--- config.mk ---
export PLATFORM = sky130hd
export DESIGN_NAME = alu_issue_ctrl_flat
export DESIGN_NICKNAME = d
export VERILOG_FILES = /design/src/rtl/alu_issue_ctrl_if.sv /design/src/rtl/alu_issue_ctrl.sv /design/src/flat_wrapper.sv
export SDC_FILE = /design/constraint.sdc
export NUM_CORES = 1
export LEC_CHECK = 0
export ABC_AREA = 1
export CAP_MARGIN = 20
export CORE_MARGIN = 2
export CORE_UTILIZATION = 51
export DETAILED_ROUTE_END_ITERATION = 8
export PLACE_DENSITY = 0.8
export SYNTH_ARGS = -nofsm -noshare
export SYNTH_HDL_FRONTEND = slang
export SYNTH_SLANG_ARGS = --single-unit
--- constraint.sdc ---
create_clock -name clk -period 2.6 [get_ports clk]
set_input_delay 0.52 -clock clk [delete_from_list [all_inputs] [get_ports clk]]
set_output_delay 0.52 -clock clk [all_outputs]
set_load 0.02 [all_outputs]
--- src/rtl/alu_issue_ctrl_if.sv ---
// Bundle of every handshake/bus signal between alu_issue_ctrl and its
// neighbours: the command source, the external combinational ALU and the
// result consumer. clk/rst are carried as plain ports on the modules.
// Optional macro: ALU_STICKY_OVF_EN adds ovf_clr / ovf_sticky.
//
// Handshake semantics (both cmd_* and res_*): a transfer happens on a rising
// edge where valid and ready are both 1. The producer holds valid and its
// payload stable until that edge; ready may be asserted independently of valid.
interface alu_issue_ctrl_if #(
  parameter int W  = 8,
  parameter int AW = 2
);
  logic          cmd_valid;
  logic          cmd_ready;
  logic [2:0]    cmd_op;
  logic [AW-1:0] cmd_rd;
  logic [AW-1:0] cmd_rs1;
  logic [AW-1:0] cmd_rs2;
  logic          cmd_imm_sel;
  logic [W-1:0]  cmd_imm;

  logic [W-1:0]  alu_x;
  logic [W-1:0]  alu_y;
  logic [2:0]    alu_judge;
  logic [W-1:0]  alu_result;
  logic          alu_overflow;

  logic          res_valid;
  logic          res_ready;
  logic [W-1:0]  res_data;
  logic          res_ovf;

`ifdef ALU_STICKY_OVF_EN
  logic          ovf_clr;
  logic          ovf_sticky;
`endif

  // Issue stage side
  modport slave (
    input  cmd_valid, cmd_op, cmd_rd, cmd_rs1, cmd_rs2, cmd_imm_sel, cmd_imm,
    input  alu_result, alu_overflow, res_ready,
`ifdef ALU_STICKY_OVF_EN
    input  ovf_clr,
    output ovf_sticky,
`endif
    output cmd_ready, alu_x, alu_y, alu_judge, res_valid, res_data, res_ovf
  );

  // Environment side: command source, ALU and result consumer
  modport master (
    output cmd_valid, cmd_op, cmd_rd, cmd_rs1, cmd_rs2, cmd_imm_sel, cmd_imm,
    output alu_result, alu_overflow, res_ready,
`ifdef ALU_STICKY_OVF_EN
    output ovf_clr,
    input  ovf_sticky,
`endif
    input  cmd_ready, alu_x, alu_y, alu_judge, res_valid, res_data, res_ovf
  );
endinterface

--- src/rtl/alu_issue_ctrl.sv ---
// Issue / write-back stage in front of an 8-bit combinational ALU.
// Accepts a command, reads operands from a small register file into the ALU
// input registers, lets the ALU settle for one cycle, then captures the
// result, writes it back and holds it on the result handshake.
// Optional macro: ALU_STICKY_OVF_EN (sticky overflow flag with clear input).
module alu_issue_ctrl #(
  parameter int W    = 8,
  parameter int NREG = 4
) (
  input  logic             clk,
  input  logic             rst,
  alu_issue_ctrl_if.slave  bus,
  output logic [1:0]       state_o
);
  localparam int AW = $clog2(NREG);

  typedef enum logic [1:0] {
    IDLE = 2'd0,
    EXEC = 2'd1,
    DONE = 2'd2
  } state_t;

  state_t        state_q, state_d;
  logic          accept;
  logic          exec_done;
  logic          res_take;
  logic          ovf_now;

  logic [W-1:0]  rf_q [NREG];
  logic [AW-1:0] rd_q;
  logic [W-1:0]  alu_x_q;
  logic [W-1:0]  alu_y_q;
  logic [2:0]    judge_q;
  logic          res_valid_q;
  logic [W-1:0]  res_data_q;
  logic          res_ovf_q;

  // Next-state decode and the per-state strobes that drive the datapath
  always_comb begin
    state_d   = state_q;
    accept    = 1'b0;
    exec_done = 1'b0;
    res_take  = 1'b0;
    case (state_q)
      IDLE: begin
        if (bus.cmd_valid) begin
          accept  = 1'b1;
          state_d = EXEC;
        end
      end
      EXEC: begin
        exec_done = 1'b1;
        state_d   = DONE;
      end
      DONE: begin
        if (bus.res_ready) begin
          res_take = 1'b1;
          state_d  = IDLE;
        end
      end
      default: state_d = IDLE;
    endcase
  end

  // State register
  always_ff @(posedge clk or posedge rst) begin
    if (rst) state_q <= IDLE;
    else     state_q <= state_d;
  end

  // Overflow is only meaningful for add (000) and sub (001)
  assign ovf_now = (judge_q[2:1] == 2'b00) & bus.alu_overflow;

  // ALU input registers and destination latch; held until the next accept
  always_ff @(posedge clk or posedge rst) begin
    if (rst) begin
      alu_x_q <= '0;
      alu_y_q <= '0;
      judge_q <= 3'b000;
      rd_q    <= '0;
    end else if (accept) begin
      alu_x_q <= rf_q[bus.cmd_rs1];
      alu_y_q <= bus.cmd_imm_sel ? bus.cmd_imm : rf_q[bus.cmd_rs2];
      judge_q <= bus.cmd_op;
      rd_q    <= bus.cmd_rd;
    end
  end

  // Register file: write-back at the close of EXEC, before the next accept
  always_ff @(posedge clk or posedge rst) begin
    if (rst) begin
      for (int i = 0; i < NREG; i++) rf_q[i] <= '0;
    end else if (exec_done) begin
      rf_q[rd_q] <= bus.alu_result;
    end
  end

  // Result capture and result handshake
  always_ff @(posedge clk or posedge rst) begin
    if (rst) begin
      res_valid_q <= 1'b0;
      res_data_q  <= '0;
      res_ovf_q   <= 1'b0;
    end else if (exec_done) begin
      res_valid_q <= 1'b1;
      res_data_q  <= bus.alu_result;
      res_ovf_q   <= ovf_now;
    end else if (res_take) begin
      res_valid_q <= 1'b0;
    end
  end

`ifdef ALU_STICKY_OVF_EN
  logic sticky_q;

  // Sticky overflow: set by a captured overflow, cleared by ovf_clr; set wins
  always_ff @(posedge clk or posedge rst) begin
    if (rst)                       sticky_q <= 1'b0;
    else if (exec_done && ovf_now) sticky_q <= 1'b1;
    else if (bus.ovf_clr)          sticky_q <= 1'b0;
  end

  assign bus.ovf_sticky = sticky_q;
`endif

  assign bus.cmd_ready = (state_q == IDLE);
  assign bus.alu_x     = alu_x_q;
  assign bus.alu_y     = alu_y_q;
  assign bus.alu_judge = judge_q;
  assign bus.res_valid = res_valid_q;
  assign bus.res_data  = res_data_q;
  assign bus.res_ovf   = res_ovf_q;
  assign state_o       = state_q;
endmodule
--- src/flat_wrapper.sv ---
// flat-port wrapper written by rule: the top's interface ports become plain ports
module alu_issue_ctrl_flat 
#(
  parameter int W    = 8,
  parameter int NREG = 4
)
  (clk, rst, state_o, bus_cmd_valid, bus_cmd_op, bus_cmd_rd, bus_cmd_rs1, bus_cmd_rs2, bus_cmd_imm_sel, bus_cmd_imm, bus_alu_result, bus_alu_overflow, bus_res_ready, bus_cmd_ready, bus_alu_x, bus_alu_y, bus_alu_judge, bus_res_valid, bus_res_data, bus_res_ovf);
  alu_issue_ctrl_if #(.W(W)) bus_i ();
  input  logic clk;
  input  logic rst;
  output logic [1:0] state_o;
  input wire logic [$bits(bus_i.cmd_valid)-1:0] bus_cmd_valid;
  input wire logic [$bits(bus_i.cmd_op)-1:0] bus_cmd_op;
  input wire logic [$bits(bus_i.cmd_rd)-1:0] bus_cmd_rd;
  input wire logic [$bits(bus_i.cmd_rs1)-1:0] bus_cmd_rs1;
  input wire logic [$bits(bus_i.cmd_rs2)-1:0] bus_cmd_rs2;
  input wire logic [$bits(bus_i.cmd_imm_sel)-1:0] bus_cmd_imm_sel;
  input wire logic [$bits(bus_i.cmd_imm)-1:0] bus_cmd_imm;
  input wire logic [$bits(bus_i.alu_result)-1:0] bus_alu_result;
  input wire logic [$bits(bus_i.alu_overflow)-1:0] bus_alu_overflow;
  input wire logic [$bits(bus_i.res_ready)-1:0] bus_res_ready;
  output wire logic [$bits(bus_i.cmd_ready)-1:0] bus_cmd_ready;
  output wire logic [$bits(bus_i.alu_x)-1:0] bus_alu_x;
  output wire logic [$bits(bus_i.alu_y)-1:0] bus_alu_y;
  output wire logic [$bits(bus_i.alu_judge)-1:0] bus_alu_judge;
  output wire logic [$bits(bus_i.res_valid)-1:0] bus_res_valid;
  output wire logic [$bits(bus_i.res_data)-1:0] bus_res_data;
  output wire logic [$bits(bus_i.res_ovf)-1:0] bus_res_ovf;
  assign bus_i.cmd_valid = bus_cmd_valid;
  assign bus_i.cmd_op = bus_cmd_op;
  assign bus_i.cmd_rd = bus_cmd_rd;
  assign bus_i.cmd_rs1 = bus_cmd_rs1;
  assign bus_i.cmd_rs2 = bus_cmd_rs2;
  assign bus_i.cmd_imm_sel = bus_cmd_imm_sel;
  assign bus_i.cmd_imm = bus_cmd_imm;
  assign bus_i.alu_result = bus_alu_result;
  assign bus_i.alu_overflow = bus_alu_overflow;
  assign bus_i.res_ready = bus_res_ready;
  assign bus_cmd_ready = bus_i.cmd_ready;
  assign bus_alu_x = bus_i.alu_x;
  assign bus_alu_y = bus_i.alu_y;
  assign bus_alu_judge = bus_i.alu_judge;
  assign bus_res_valid = bus_i.res_valid;
  assign bus_res_data = bus_i.res_data;
  assign bus_res_ovf = bus_i.res_ovf;
  alu_issue_ctrl #(.W(W), .NREG(NREG)) u_core (.clk(clk), .rst(rst), .bus(bus_i), .state_o(state_o));
endmodule
; Yosys cells after proc, flatten, opt, wreduce, memory -nomap -nowiden
; Cells that the tools add are included.
[totals]
register_bits = 65
latchBits = 0
ramBits = 0
romBits = 0
output_inout_bits = 32
wordCells = 49
memories = 0
[op_classes]
addsub = 0
mul = 0
div = 0
order_cmp = 4
n_eq_ne = 4
n_shift = 0
muxes = 20
bitwise_logic = 4
n_reduce_logical = 5
[op_table]
columns = cell, count
row1 = $mux 8, 6
row2 = $bmux 8 s2, 2
row3 = $bwmux 32, 1
row4 = $demux 8 s2, 1
row5 = $ge 3x3->1 const B, 3
row6 = $not 2->3, 3
row7 = $mux 1, 7
row8 = $pmux 2 s3, 1
row9 = $logic_not 2->1, 2
row10 = $mux 2, 2
row11 = $ne 2x2->1 const B, 2
row12 = $lt 3x1->1 const B, 1
row13 = $eq 2x1->1 const B, 1
row14 = $eq 2x2->1 const B, 1
row15 = $reduce_and 2->1, 1
row16 = $reduce_bool 2->1, 1
row17 = $and 1x1->1, 1
row18 = $logic_and 1x1->1, 1

; Logic depth before layout (Yosys ltp)
; Gate-level depths: netlist of run 1.
[depth]
word_depth = 6
ltp_mapped = 9
depth_no_buf = 7

; Worst setup path before layout of run 1
; OpenSTA, ideal clock, no wires.
[synth_path]
kind = reg2reg
start = register u_core.state_q[1] (netlist: u_core.state_o[1])
end = register u_core.alu_y_q[0] (netlist: u_core.bus.alu_y[0])
arrival_time_ps = 1328
path_slack_ps = 1207
path_stages_with_launch = 7
n_path_buf = 1
period_less_slack_ps = 1393
path_cell_list = dfrtp_1 nor2_2 nand2_4 buf_2 nor2_1 nand2_1 nand2_1
[synth_between]
elab_chain_len = 2
[synth_lines]
columns = item, line
row1 = from (decl), alu_issue_ctrl.sv:23  ; state_t state_q, state_d;
row2 = from (signal assigned), alu_issue_ctrl.sv:68  ; else state_q <= state_d;
row3 = $logic_not 2->1, -
row4 = named net bus_cmd_ready, flat_wrapper.sv:22  ; output wire logic [$bits(bus_i.cmd_ready)-1:0] bus_cmd_ready;
row5 = $mux 1, alu_issue_ctrl.sv:44  ; case (state_q)
row6 = to (signal assigned), alu_issue_ctrl.sv:83  ; alu_y_q <= bus.cmd_imm_sel ? bus.cmd_imm : rf_q[bus.cmd_rs2];
row7 = to (decl), alu_issue_ctrl.sv:32  ; logic [W-1:0] alu_y_q;
; The timed path passes the listed nets, and every way through them passes these cells.
; A chain may end at the register's enable or synchronous reset.

; Worst setup path in the final report of run 1
[layout_path]
start = register u_core.state_q[1] (netlist: u_core.state_o[1])
end = output bus_cmd_ready
[layout_between]
elab_chain_len = 1
[layout_lines]
columns = item, line
row1 = $logic_not 2->1, alu_issue_ctrl.sv:126  ; assign bus.cmd_ready = (state_q == IDLE);
row2 = to (decl), flat_wrapper.sv:22
; No other way between the ends.

==> qor.log, run 1 <==
INFO  yosys          top_area_cell_type_share_of_the_netlist_area=52.0%
INFO  timing         period_share=82.8%
INFO  critical_path  cp_max_fo=5
INFO  global_route   grt_pass1_vias=2660
INFO  critical_path  worst_stage_delay_on_the_critical_path=0.63ns
INFO  critical_path  criticalPathCategory=register to output pin
INFO  global_route   grtUsageMet3=6.09%
INFO  flow_run       drv.max_cap_violation_count=0
INFO  timing         slew_viol_final=0
INFO  final_layout   instances_no_fill=548
INFO  critical_path  critical_path.endpoint_type=output pin
INFO  place          placement.io_buffers=62
INFO  routing        wl_per_cell=12.9um
INFO  final_layout   syn_to_final_growth=27.5%
INFO  timing         fin_worst_hold_slack=0.477ns
INFO  timing         fin_crit=2.15ns
INFO  routing        drtIter0Drc=196
INFO  clock_network  h-tree-depth=3
INFO  final_layout   insertedDiodeCount=0
INFO  pwr            ir_worst_vdd=0.000606V
INFO  critical_path  timing.reg2reg.worst_path_depth=4
INFO  pwr            clock_power_share=19.1%
INFO  final_layout   layout-drive-gt1-share=5.92%
INFO  clock_network  cts_num_sinks=65
INFO  critical_path  slowest_stage=sky130_fd_sc_hd__clkdlybuf4s50_1
INFO  routing        route.vias.total=2751
INFO  floorplan      io_pins=63
INFO  global_route   grt_antenna_before_repair=0
INFO  timing         rsz_0062_raised_after_global_routing=false
INFO  place          dp_hpwl=5.00mm
INFO  yosys          synth_sequential_area_ratio=52.0%
INFO  place          post-place-cells=533
INFO  final_layout   final_nets=500
INFO  clock_network  cts_tree=yes
INFO  final_layout   mostFrequentLayoutCell=sky130_fd_sc_hd__nand2_1
INFO  timing         max_slew.worst_pin.slew=0.462ns
INFO  yosys          synth_nets=441
INFO  clock_network  cts_setup_buffers=0
INFO  yosys          number_of_library_cell_types_mapped_by_synthesis=16
INFO  routing        drt_pass1_iterations=4
INFO  timing         timing.slew.headroom=69.2%
INFO  routing        route.antenna.remaining_nets=0
INFO  global_route   grt_most_used_layer=met2
INFO  floorplan      floorplan.die.height=82.3um
INFO  hold_path      holdCritStartpoint=u_core.bus.alu_judge[0]$_DFFE_PP0P_
INFO  yosys          syn_area=0.00313mm2
INFO  timing         achievable-frequency=465MHz
INFO  pwr            power.internal=2.90mW
INFO  floorplan      die_x=82.3um
INFO  place          finalWeightedCongestion=0.921
INFO  yosys          postSynthAreaPerCell=7.62um2
INFO  clock_network  clkTransAtPathRegs=0.07ns
INFO  floorplan      core_area=0.00592mm2
INFO  clock_network  max-clock-path-buffers=2
INFO  yosys          synth.area.top_cells=sky130_fd_sc_hd__dfrtp_1 (52%), sky130_fd_sc_hd__nand2_1 (21%), sky130_fd_sc_hd__nor2_1 (5.9%)
INFO  global_route   grt_overflow_total=0
INFO  global_route   use_met2=36.2%
INFO  critical_path  critPathRequiredTime=2.08ns
INFO  clock_network  ctsHoldBuffers=0
INFO  floorplan      rows=28
INFO  floorplan      fp.dieArea=0.00677mm2
INFO  pwr            swShare=39.6%
INFO  yosys          postSynthCellCount=410
INFO  hold_path      hold_path_depth=2
INFO  routing        route.detailed.drc=0
INFO  timing         final-hold-violation-count=0
INFO  timing         skew=0.00988ns
INFO  clock_network  cts.repair.resized=0
INFO  critical_path  worstPathCellList=nor2_2 > clkdlybuf4s50_1
INFO  routing        vias_per_cell=5.02
INFO  clock_network  cts_root_buf=sky130_fd_sc_hd__clkbuf_8
INFO  pwr            power.share.sequential=40.5%
INFO  status         run_status=complete, no violations
INFO  routing        drt_wl_total=7.04mm
INFO  pwr            power_density=1210mW/mm2
INFO  global_route   global_route_wire_length_before_repair=12.3mm
INFO  critical_path  startpoint_type=register
INFO  clock_network  tritoncts.num_buffers=9
INFO  final_layout   most-common-layout-cells=sky130_fd_sc_hd__nand2_1 (174), sky130_fd_sc_hd__dfrtp_1 (65), sky130_fd_sc_hd__clkdlybuf4s50_1 (62)
INFO  yosys          synth_warnings=0
INFO  floorplan      initial_utilization=52.8%
INFO  pwr            comb_power_share=40.4%
INFO  global_route   met1_routing_resource_usage_after_global_routing=33.3%
INFO  global_route   grt_max_degree=66
INFO  timing         setup_viol_count_final=0
INFO  global_route   track_usage=23.9%
INFO  critical_path  arrival=1.63ns
INFO  pwr            p_sw=1.90mW
INFO  clock_network  insertion_delay=0.33ns
INFO  critical_path  worst_r2r_startpoint=u_core.state_o[1]$_DFFE_PP0P_
INFO  pwr            static-leakage-power=1.99nW
INFO  timing         setup_tns=0ns
INFO  yosys          synth-seq-cells=65
INFO  hold_path      worst_hold_path_type=register to register
INFO  yosys          post-synth-top-area-cell=sky130_fd_sc_hd__dfrtp_1
INFO  critical_path  worstSetupStartpoint=u_core.state_o[1]$_DFFE_PP0P_
[cell usage after synthesis (all sizes together)]
cell	number
inv	28
nor2	51
o21ai	52
dfrtp	65
nand3	22
nand2	175
clkbuf	2
buf	15
[stage by stage]
| step | cell area, um2 | worst slack, ns | power (mW) | util (%) |
|---|---|---|---|---|
| floorplan | 3130 | 0.454 | 3.09 | - |
| global placement | 3780 | 0.722 | 3.82 | 63.8 |
| detailed placement | 3780 | 0.711 | 3.90 | 63.8 |
| CTS | 3990 | 0.415 | 4.83 | 67.3 |
| global route | 3990 | 0.362 | 5.20 | 67.3 |
| finish | 3990 | 0.447 | 4.81 | 67.3 |
[logic make-up after synthesis]
family,count (synthesis),synth area share (%)
buffers and inverters,45,6.53
flip-flops,65,52.0
AND/OR/NAND/NOR,248,33.1
AO/OA/AOI/OAI,52,8.33
[final cells by class]
cell class | instances | area, um2
timing repair buffer | 65 | 656
clock buffer | 10 | 128
inverter | 28 | 105
sequential | 65 | 1630
multi-input combinational | 300 | 1290
tap | 75 | 93.8
clock inverter | 5 | 81.3
fill | 506 | 1940
[sequential cells by signal (all words and copies together), names as in the netlist]
name,count
u_core.rf_q,32
u_core.bus.alu_x,8
u_core.bus.alu_y,8
u_core.bus.res_data,8
u_core.bus.alu_judge,3
u_core.rd_q,2
u_core.state_o,2
u_core.bus.res_ovf,1
u_core.bus.res_valid,1
[final timing paths]
path                                                       endpoint  slack, ns
worst max register to register           u_core.rd_q[1]$_DFFE_PP0P_       1.14
max in group asynchronous               u_core.rf_q[24]$_DFFE_PP0P_       1.76
worst min register to register  u_core.bus.alu_judge[0]$_DFFE_PP0P_       0.48
worst min-delay path            u_core.bus.alu_judge[0]$_DFFE_PP0P_       0.48
min in group asynchronous           u_core.bus.alu_x[2]$_DFFE_PP0P_       0.56
worst max-delay path                                  bus_cmd_ready       0.45
[worst max-delay path, delay by kind of cell, from the launching register on]
kind                   cells  cell delay, ns
buffers and inverters      1            0.63
flip-flops                 1            0.49
AND/OR/NAND/NOR            1            0.19
[power groups by stage]
stage	Sequential [mW]	Clock (mW)	Combinational [mW]
after floorplan	2.12	0	0.971
after global placement	1.92	0	1.89
after detailed placement	1.95	0	1.95
after CTS	1.94	0.935	1.96
after global routing	2.01	0.982	2.21
final	1.95	0.919	1.94
[per-layer routing]
layer / part of all wire, % / vias up
li1: - / 1394
met2: 44 / 69
met4: 1.3 / 0
met1: 49 / 1282
met3: 5.6 / 6
met5: 0 / -
Power figures use the tool's default switching activity.
==> run 2, diff against run 1 <==
- clock period: 2.6 -> 2 ns (I/O delays scaled with it)
==> run 2 against run 1 <==
  * Combinational power up 30%
  * Core utilization up 0.85 points
  * Register-to-register slack worse by 0.39 ns
  * Final cell count up 1.1%
  * Clock power up 25%
  * Non-clock buffer count up 5
  * Global-route usage about the same
  * Sequential power up 29%
  * Critical endpoint is now state_o[1]
  * Sequential cell count unchanged
==> qor.log, run 2 (synthesis results as in run 1) <==
INFO  status         run_status=complete, no violations [unchanged]
INFO  critical_path  worstPathCellList=clkdlybuf4s50_1 [was nor2_2 > clkdlybuf4s50_1]
INFO  clock_network  clkTransAtPathRegs=0.07ns [about the same]
INFO  global_route   grt_antenna_before_repair=0 [unchanged]
INFO  critical_path  startpoint_type=register [unchanged]
INFO  floorplan      die_x=82.3um [unchanged]
INFO  final_layout   insertedDiodeCount=0 [unchanged]
INFO  critical_path  criticalPathCategory=register to output pin [unchanged]
INFO  timing         final-hold-violation-count=0 [unchanged]
INFO  final_layout   most-common-layout-cells=sky130_fd_sc_hd__nand2_1 (174), sky130_fd_sc_hd__dfrtp_1 (65), sky130_fd_sc_hd__clkdlybuf4s50_1 (61) [was sky130_fd_sc_hd__nand2_1 (174), sky130_fd_sc_hd__dfrtp_1 (65), sky130_fd_sc_hd__clkdlybuf4s50_1 (62)]
INFO  place          placement.io_buffers=62 [unchanged]
INFO  timing         rsz_0062_raised_after_global_routing=false [unchanged]
INFO  timing         fin_crit=1.92ns
INFO  clock_network  cts_tree=yes [unchanged]
INFO  timing         achievable-frequency=520MHz
INFO  pwr            power_density=1540mW/mm2 [was 1210 mW/mm2]
INFO  clock_network  tritoncts.num_buffers=9 [unchanged]
INFO  global_route   global_route_wire_length_before_repair=12.2mm [was 12.3 mm]
INFO  timing         slew_viol_final=0 [unchanged]
INFO  clock_network  insertion_delay=0.34ns [was 0.33 ns]
INFO  timing         timing.slew.headroom=68.4% [was 69.2%]
INFO  critical_path  crit_buf_inv=1 [unchanged]
INFO  global_route   grt_pass1_vias=2588 [was 2660]
INFO  place          post_dp_cell_area=0.00383mm2 [was 0.00378 mm2]
INFO  final_layout   nFillCells=485 [was 506]
INFO  final_layout   layout-drive-gt1-share=7.10% [was 5.92%]
INFO  clock_network  cts_root_buf=sky130_fd_sc_hd__clkbuf_8 [unchanged]
INFO  final_layout   instances_no_fill=554 [was 548]
INFO  floorplan      io_pins=63 [unchanged]
INFO  timing         skew=0.00568ns [was 0.00988 ns]
INFO  global_route   grt_overflow_total=0 [unchanged]
INFO  global_route   track_usage=23.9% [about the same]
INFO  routing        route.antenna.remaining_nets=0 [unchanged]
INFO  final_layout   largest_reg_flops=32 [unchanged]
INFO  place          dp_hpwl=5.16mm [was 5.00 mm]
INFO  final_layout   mostFrequentLayoutCell=sky130_fd_sc_hd__nand2_1 [unchanged]
INFO  final_layout   syn_to_final_growth=29.1% [was 27.5%]
INFO  routing        drt_wl_total=7.02mm [was 7.04 mm]
INFO  clock_network  cts_num_sinks=65 [unchanged]
INFO  critical_path  worst_stage_delay_on_the_critical_path=0.67ns [was 0.63 ns]
INFO  floorplan      rows=28 [unchanged]
INFO  routing        drtIter0Drc=275 [was 196]
INFO  critical_path  slowest_stage=sky130_fd_sc_hd__clkdlybuf4s50_1 [unchanged]
INFO  place          finalWeightedCongestion=0.882 [was 0.921]
INFO  floorplan      floorplan.die.height=82.3um [unchanged]
INFO  pwr            ir_worst_vdd=0.000869V [was 0.000606 V]
INFO  routing        wl_per_cell=12.7um [was 12.9 um]
INFO  timing         setup_viol_count_final=0 [unchanged]
INFO  routing        route.detailed.drc=0 [unchanged]
INFO  timing         max_slew.worst_pin.slew=0.473ns [was 0.462 ns]
INFO  critical_path  critical_path.top_delay_family=buffers and inverters [unchanged]
INFO  final_layout   final_nets=505 [was 500]
INFO  timing         period_share=96.2%
INFO  flow_run       drv.max_cap_violation_count=0 [unchanged]
INFO  final_layout   post-route-cell-area=0.00404mm2 [was 0.00399 mm2]
INFO  place          post-place-cells=538 [was 533]
INFO  floorplan      core_area=0.00592mm2 [unchanged]
INFO  routing        route.vias.total=2700 [was 2751]
INFO  critical_path  critical_path.endpoint_type=output pin [unchanged]
INFO  routing        vias_per_cell=4.87 [was 5.02]
INFO  floorplan      initial_utilization=52.8% [unchanged]
INFO  clock_network  h-tree-depth=3 [unchanged]
INFO  critical_path  critPathRequiredTime=1.60ns [was 2.08 ns]
INFO  pwr            static-leakage-power=2.02nW [was 1.99 nW]
INFO  timing         setup_tns=0ns [unchanged]
INFO  clock_network  cts_setup_buffers=0 [unchanged]
INFO  clock_network  ctsHoldBuffers=0 [unchanged]
INFO  critical_path  arrival=1.52ns [was 1.63 ns]
INFO  final_layout   regMostFlops=u_core.rf_q [unchanged]
INFO  clock_network  max-clock-path-buffers=2 [unchanged]
INFO  global_route   grt_max_degree=28 [was 66]
INFO  hold_path      worst_hold_path_type=primary input to async pin [was register to register]
INFO  critical_path  cp_max_fo=5 [unchanged]
INFO  routing        drt_pass1_iterations=4 [unchanged]
INFO  floorplan      fp.dieArea=0.00677mm2 [unchanged]
==> run 2: changes by cell type in the layout (fill, tap and decap cells not counted) <==
cell / delta
sky130_fd_sc_hd__buf_12: +1
sky130_fd_sc_hd__inv_2: -1
sky130_fd_sc_hd__clkdlybuf4s50_1: -1
sky130_fd_sc_hd__clkbuf_8: +2
sky130_fd_sc_hd__bufinv_16: -1
sky130_fd_sc_hd__dlygate4sd2_1: +1
sky130_fd_sc_hd__buf_4: +4
sky130_fd_sc_hd__clkinvlp_4: +1
==> run 2: cell type report <==
class | count | area, um2 | area share [%]
multi-input combinational | 300 | 1290 | 32.1
tap | 75 | 93.8 | 2.33
inverter | 28 | 109 | 2.70
sequential | 65 | 1630 | 40.3
timing repair buffer | 70 | 704 | 17.5
clock buffer | 12 | 155 | 3.84
clock inverter | 4 | 51.3 | 1.27
==> run 2: layer usage <==
layer	up-vias	wire (um)	global-route usage, %
li1	1405	-	-
met1	1205	3440	33.6
met2	83	3070	36.0
met3	7	414	5.54
met4	0	89	9.00
met5	-	0	0
==> run 2: final timing paths <==
check | start | to | slack, ns | cells after the start
setup / recovery | u_core.state_o[1]$_DFFE_PP0P_ | state_o[1] | 0.08 | 1
hold / removal | rst | u_core.bus.alu_x[6]$_DFFE_PP0P_ | 0.37 | 2
setup reg to reg | u_core.state_o[1]$_DFFE_PP0P_ | u_core.rd_q[1]$_DFFE_PP0P_ | 0.75 | 5
hold reg to reg | u_core.bus.alu_judge[0]$_DFFE_PP0P_ | u_core.bus.alu_judge[0]$_DFFE_PP0P_ | 0.48 | 2
max in group asynchronous | rst | u_core.bus.alu_x[2]$_DFFE_PP0P_ | 1.17 | 3
min in group clk | u_core.bus.alu_judge[0]$_DFFE_PP0P_ | u_core.bus.alu_judge[0]$_DFFE_PP0P_ | 0.48 | 2
==> run 2: metrics by stage <==
| step | util, % | power (mW) | setup slack (ns) | hold slack (ns) |
|---|---|---|---|---|
| floorplan | - | 4.02 | 0.607 | 0.475 |
| global placement | 64.7 | 4.99 | 0.330 | 0.462 |
| detailed placement | 64.7 | 5.07 | 0.302 | 0.466 |
| CTS | 68.2 | 6.24 | 0.0579 | 0.372 |
| global route | 68.2 | 6.70 | 0.0328 | 0.403 |
| finish | 68.2 | 6.20 | 0.0767 | 0.374 |
==> run 2: power breakdown <==
part,total (mW),internal [mW],switching (mW)
sequential,2.51,1.97,0.543
combinational,2.53,1.11,1.42
clock,1.15,0.644,0.505
total,6.20,3.73,2.47
==> run 2: repair_timing <==
item                       in CTS  in global routing
setup endpoints to repair       1                  0
hold endpoints to repair        0                  0
resized for setup               1                  0
==> run 3, diff against run 2 <==
- CORE_UTILIZATION: 51 -> 40
- PLACE_DENSITY: 0.8 -> 0.66
- clock period: 2 -> 2.4 ns (I/O delays scaled with it)
==> run 3 against run 2 <==
  * Final cell count rose by 4.3%
  * Sequential cell count did not move
  * Sequential share of layout area rose by 0.33 points
  * Final area fell by 0.81%
  * Sequential power fell by 17%
  * Worst hold slack improved by 0.11 ns
  * Worst setup slack improved by 0.20 ns
  * Via count fell by 1.3%
  * Register-to-register slack improved by 0.23 ns
  * First-iteration DRC count fell by 20%
  * Non-clock buffer count fell by 3
  * Critical path type unchanged
  * Critical endpoint is now bus_cmd_ready
==> qor.log, run 3 (synthesis results as in run 1) <==
INFO  final_layout   final_nets=502 [was 505]
INFO  timing         period_share=88.4%
INFO  critical_path  worstPathCellList=nor2_2 > clkdlybuf4s50_1 [was clkdlybuf4s50_1]
INFO  routing        drt_wl_total=6.94mm [was 7.02 mm]
INFO  routing        drtIter0Drc=221 [was 275]
INFO  critical_path  timing.reg2reg.worst_path_depth=4 [was 5]
INFO  global_route   grt_antenna_before_repair=0 [unchanged]
INFO  timing         setup_viol_count_final=0 [unchanged]
INFO  pwr            p_sw=2.06mW [was 2.47 mW]
INFO  clock_network  cts_num_sinks=65 [unchanged]
INFO  final_layout   regMostFlops=u_core.rf_q [unchanged]
INFO  critical_path  arrival=1.64ns [was 1.52 ns]
INFO  final_layout   layout-drive-gt1-share=6.72% [was 7.10%]
INFO  critical_path  worst_stage_delay_on_the_critical_path=0.63ns [was 0.67 ns]
INFO  timing         rsz_0062_raised_after_global_routing=false [unchanged]
INFO  clock_network  max-clock-path-buffers=2 [unchanged]
INFO  timing         slew_viol_final=0 [unchanged]
INFO  critical_path  startpoint_type=register [unchanged]
INFO  pwr            power.share.sequential=41.6% [was 40.6%]
INFO  routing        vias_per_cell=4.61 [was 4.87]
INFO  place          finalWeightedCongestion=0.791 [was 0.882]
INFO  pwr            p_total=5.01mW [was 6.20 mW]
INFO  pwr            power_density=1250mW/mm2 [was 1540 mW/mm2]
INFO  pwr            comb_power_share=41.9% [was 40.9%]
INFO  timing         achievable-frequency=471MHz
INFO  clock_network  tritoncts.num_buffers=9 [unchanged]
INFO  global_route   grt_overflow_total=0 [unchanged]
INFO  global_route   grt_max_degree=47 [was 28]
INFO  routing        route.detailed.drc=0 [unchanged]
INFO  pwr            power.internal=2.95mW [was 3.73 mW]
INFO  hold_path      worst_hold_path_type=register to register [was primary input to async pin]
INFO  timing         fin_worst_hold_slack=0.481ns [was 0.374 ns]
INFO  critical_path  r2r_slack=0.98ns [was 0.75 ns]
INFO  routing        route.antenna.remaining_nets=0 [unchanged]
INFO  timing         max_slew.worst_pin.slew=0.476ns [was 0.473 ns]
INFO  pwr            swShare=41.2% [was 39.8%]
INFO  critical_path  critical_path.endpoint_type=output pin [unchanged]
INFO  timing         skew=0.0105ns [was 0.00568 ns]
INFO  status         run_status=complete, no violations [unchanged]
INFO  clock_network  h-tree-depth=3 [unchanged]
INFO  hold_path      holdCritStartpoint=u_core.bus.alu_x[7]$_DFFE_PP0P_
INFO  place          dp_hpwl=5.04mm [was 5.16 mm]
INFO  final_layout   largest_reg_flops=32 [unchanged]
INFO  critical_path  cp_max_fo=5 [unchanged]
INFO  floorplan      die_x=92.4um [was 82.3 um]
INFO  place          placement.io_buffers=62 [unchanged]
INFO  critical_path  crit-reg2reg-capture=u_core.rd_q[1]$_DFFE_PP0P_ [unchanged]
INFO  global_route   global_route_wire_length_before_repair=12.1mm [was 12.2 mm]
INFO  flow_run       drv.max_cap_violation_count=0 [unchanged]
INFO  clock_network  ctsHoldBuffers=0 [unchanged]
INFO  pwr            static-leakage-power=1.98nW [was 2.02 nW]
INFO  final_layout   mostFrequentLayoutCell=sky130_fd_sc_hd__nand2_1 [unchanged]
INFO  clock_network  insertion_delay=0.34ns [about the same]
INFO  floorplan      core_area=0.00765mm2 [was 0.00592 mm2]
INFO  pwr            clock_power_share=16.5% [was 18.5%]
INFO  final_layout   nFillCells=761 [was 485]
INFO  clock_network  cts_tree=yes [unchanged]
INFO  pwr            ir_worst_vdd=0.000536V [was 0.000869 V]
INFO  critical_path  worst_r2r_startpoint=u_core.state_o[1]$_DFFE_PP0P_ [unchanged]
INFO  floorplan      rows=32 [was 28]
INFO  floorplan      initial_utilization=40.9% [was 52.8%]
INFO  clock_network  clkTransAtPathRegs=0.08ns [was 0.07 ns]
INFO  hold_path      whs_endpoint=u_core.bus.alu_x[7]$_DFFE_PP0P_
INFO  hold_path      hold_path_depth=2
INFO  final_layout   syn_to_final_growth=28.1% [was 29.1%]
INFO  critical_path  criticalPathCategory=register to output pin [unchanged]
INFO  timing         setup_tns=0ns [unchanged]
INFO  clock_network  cts_setup_buffers=0 [unchanged]
INFO  clock_network  cts.repair.resized=0 [was 1]
INFO  timing         final-hold-violation-count=0 [unchanged]
INFO  floorplan      fp.dieArea=0.00854mm2 [was 0.00677 mm2]
INFO  floorplan      floorplan.die.height=92.4um [was 82.3 um]
INFO  global_route   grt_pass1_vias=2614 [was 2588]
INFO  timing         fin_crit=2.12ns
INFO  routing        wl_per_cell=12.0um [was 12.7 um]
INFO  floorplan      io_pins=63 [unchanged]
INFO  critical_path  critPathRequiredTime=1.92ns [was 1.60 ns]
INFO  critical_path  crit_buf_inv=1 [unchanged]
INFO  final_layout   insertedDiodeCount=0 [unchanged]
INFO  routing        drt_pass1_iterations=6 [was 4]
INFO  routing        route.vias.total=2664 [was 2700]
INFO  final_layout   most-common-layout-cells=sky130_fd_sc_hd__nand2_1 (174), sky130_fd_sc_hd__dfrtp_1 (65), sky130_fd_sc_hd__clkdlybuf4s50_1 (62) [was sky130_fd_sc_hd__nand2_1 (174), sky130_fd_sc_hd__dfrtp_1 (65), sky130_fd_sc_hd__clkdlybuf4s50_1 (61)]
INFO  timing         timing.slew.headroom=68.2% [was 68.4%]
INFO  critical_path  critical_path.top_delay_family=buffers and inverters [unchanged]
INFO  critical_path  slowest_stage=sky130_fd_sc_hd__clkdlybuf4s50_1 [unchanged]
INFO  global_route   track_usage=17.9% [was 23.9%]
INFO  clock_network  cts_root_buf=sky130_fd_sc_hd__clkbuf_8 [unchanged]
run 3: cell types whose count changed in the layout (fill, tap and decap cells not counted), sizes merged:
cell,previous run,this run
buf,8,5
clkbuf,12,9
inv,27,30
bufinv,1,0
clkdlybuf4s50,61,62
clkinvlp,2,3
dlygate4sd2,1,0
run 3: metal layers:
| layer | wire length (um) | up-vias | track usage [%] |
|---|---|---|---|
| li1 | - | 1395 | - |
| met1 | 3430 | 1182 | 24.9 |
| met2 | 3100 | 80 | 27.8 |
| met3 | 346 | 7 | 3.58 |
| met4 | 61 | 0 | 6.84 |
| met5 | 0 | - | 0 |
run 3: worst reg2reg max path, delay by kind of cell, from the launching register on:
family	cells	cell delay, ns
DFF	1	0.49
AOI/OAI and AO/OA	1	0.13
and+or+nand+nor	2	0.39
buffers and inverters	1	0.29
run 3: power by group through the flow:
| stage | clock (mW) | combinational [mW] | sequential (mW) |
|---|---|---|---|
| after global placement | 0 | 2.06 | 2.08 |
| after floorplan | 0 | 1.05 | 2.30 |
| final | 0.826 | 2.10 | 2.09 |
| after global routing | 0.904 | 2.38 | 2.16 |
| after CTS | 0.856 | 2.13 | 2.08 |
| after detailed placement | 0 | 2.11 | 2.09 |
run 3: metrics by stage:
step / worst slack (ns) / utilization (%) / cell area (um2) / std cells
floorplan: 0.294 / - / 3130 / 410
global placement: 0.587 / 50.0 / 3820 / 562
detailed placement: 0.565 / 50.0 / 3820 / 562
CTS: 0.254 / 52.3 / 4000 / 578
global route: 0.218 / 52.3 / 4000 / 578
finish: 0.279 / 52.3 / 4000 / 578
run 3: final cells by class:
type / instances / area, um2 / share of cell area, %
well taps: 102 / 128 / 3.19
clock buffers: 9 / 124 / 3.09
multi-input cells: 300 / 1290 / 32.4
repair buffers: 67 / 671 / 16.8
inverters: 28 / 105 / 2.63
flip-flops and latches: 65 / 1630 / 40.6
clock inverters: 7 / 53.8 / 1.34
run 3: how the worst max path moves through the flow:
stage / start / to / depth (start not counted) / slack, ns
detailed placement: bus_cmd_rs1[0] / u_core.bus.alu_x[0]$_DFFE_PP0P_ / 8 / 0.57
finish: u_core.state_o[1]$_DFFE_PP0P_ / bus_cmd_ready / 2 / 0.28
global route: u_core.state_o[1]$_DFFE_PP0P_ / bus_cmd_ready / 2 / 0.22
CTS: u_core.state_o[1]$_DFFE_PP0P_ / bus_cmd_ready / 2 / 0.25
floorplan: rst / u_core.bus.alu_judge[0]$_DFFE_PP0P_ / 1 / 0.29
global placement: bus_cmd_rs1[0] / u_core.bus.alu_x[1]$_DFFE_PP0P_ / 8 / 0.59
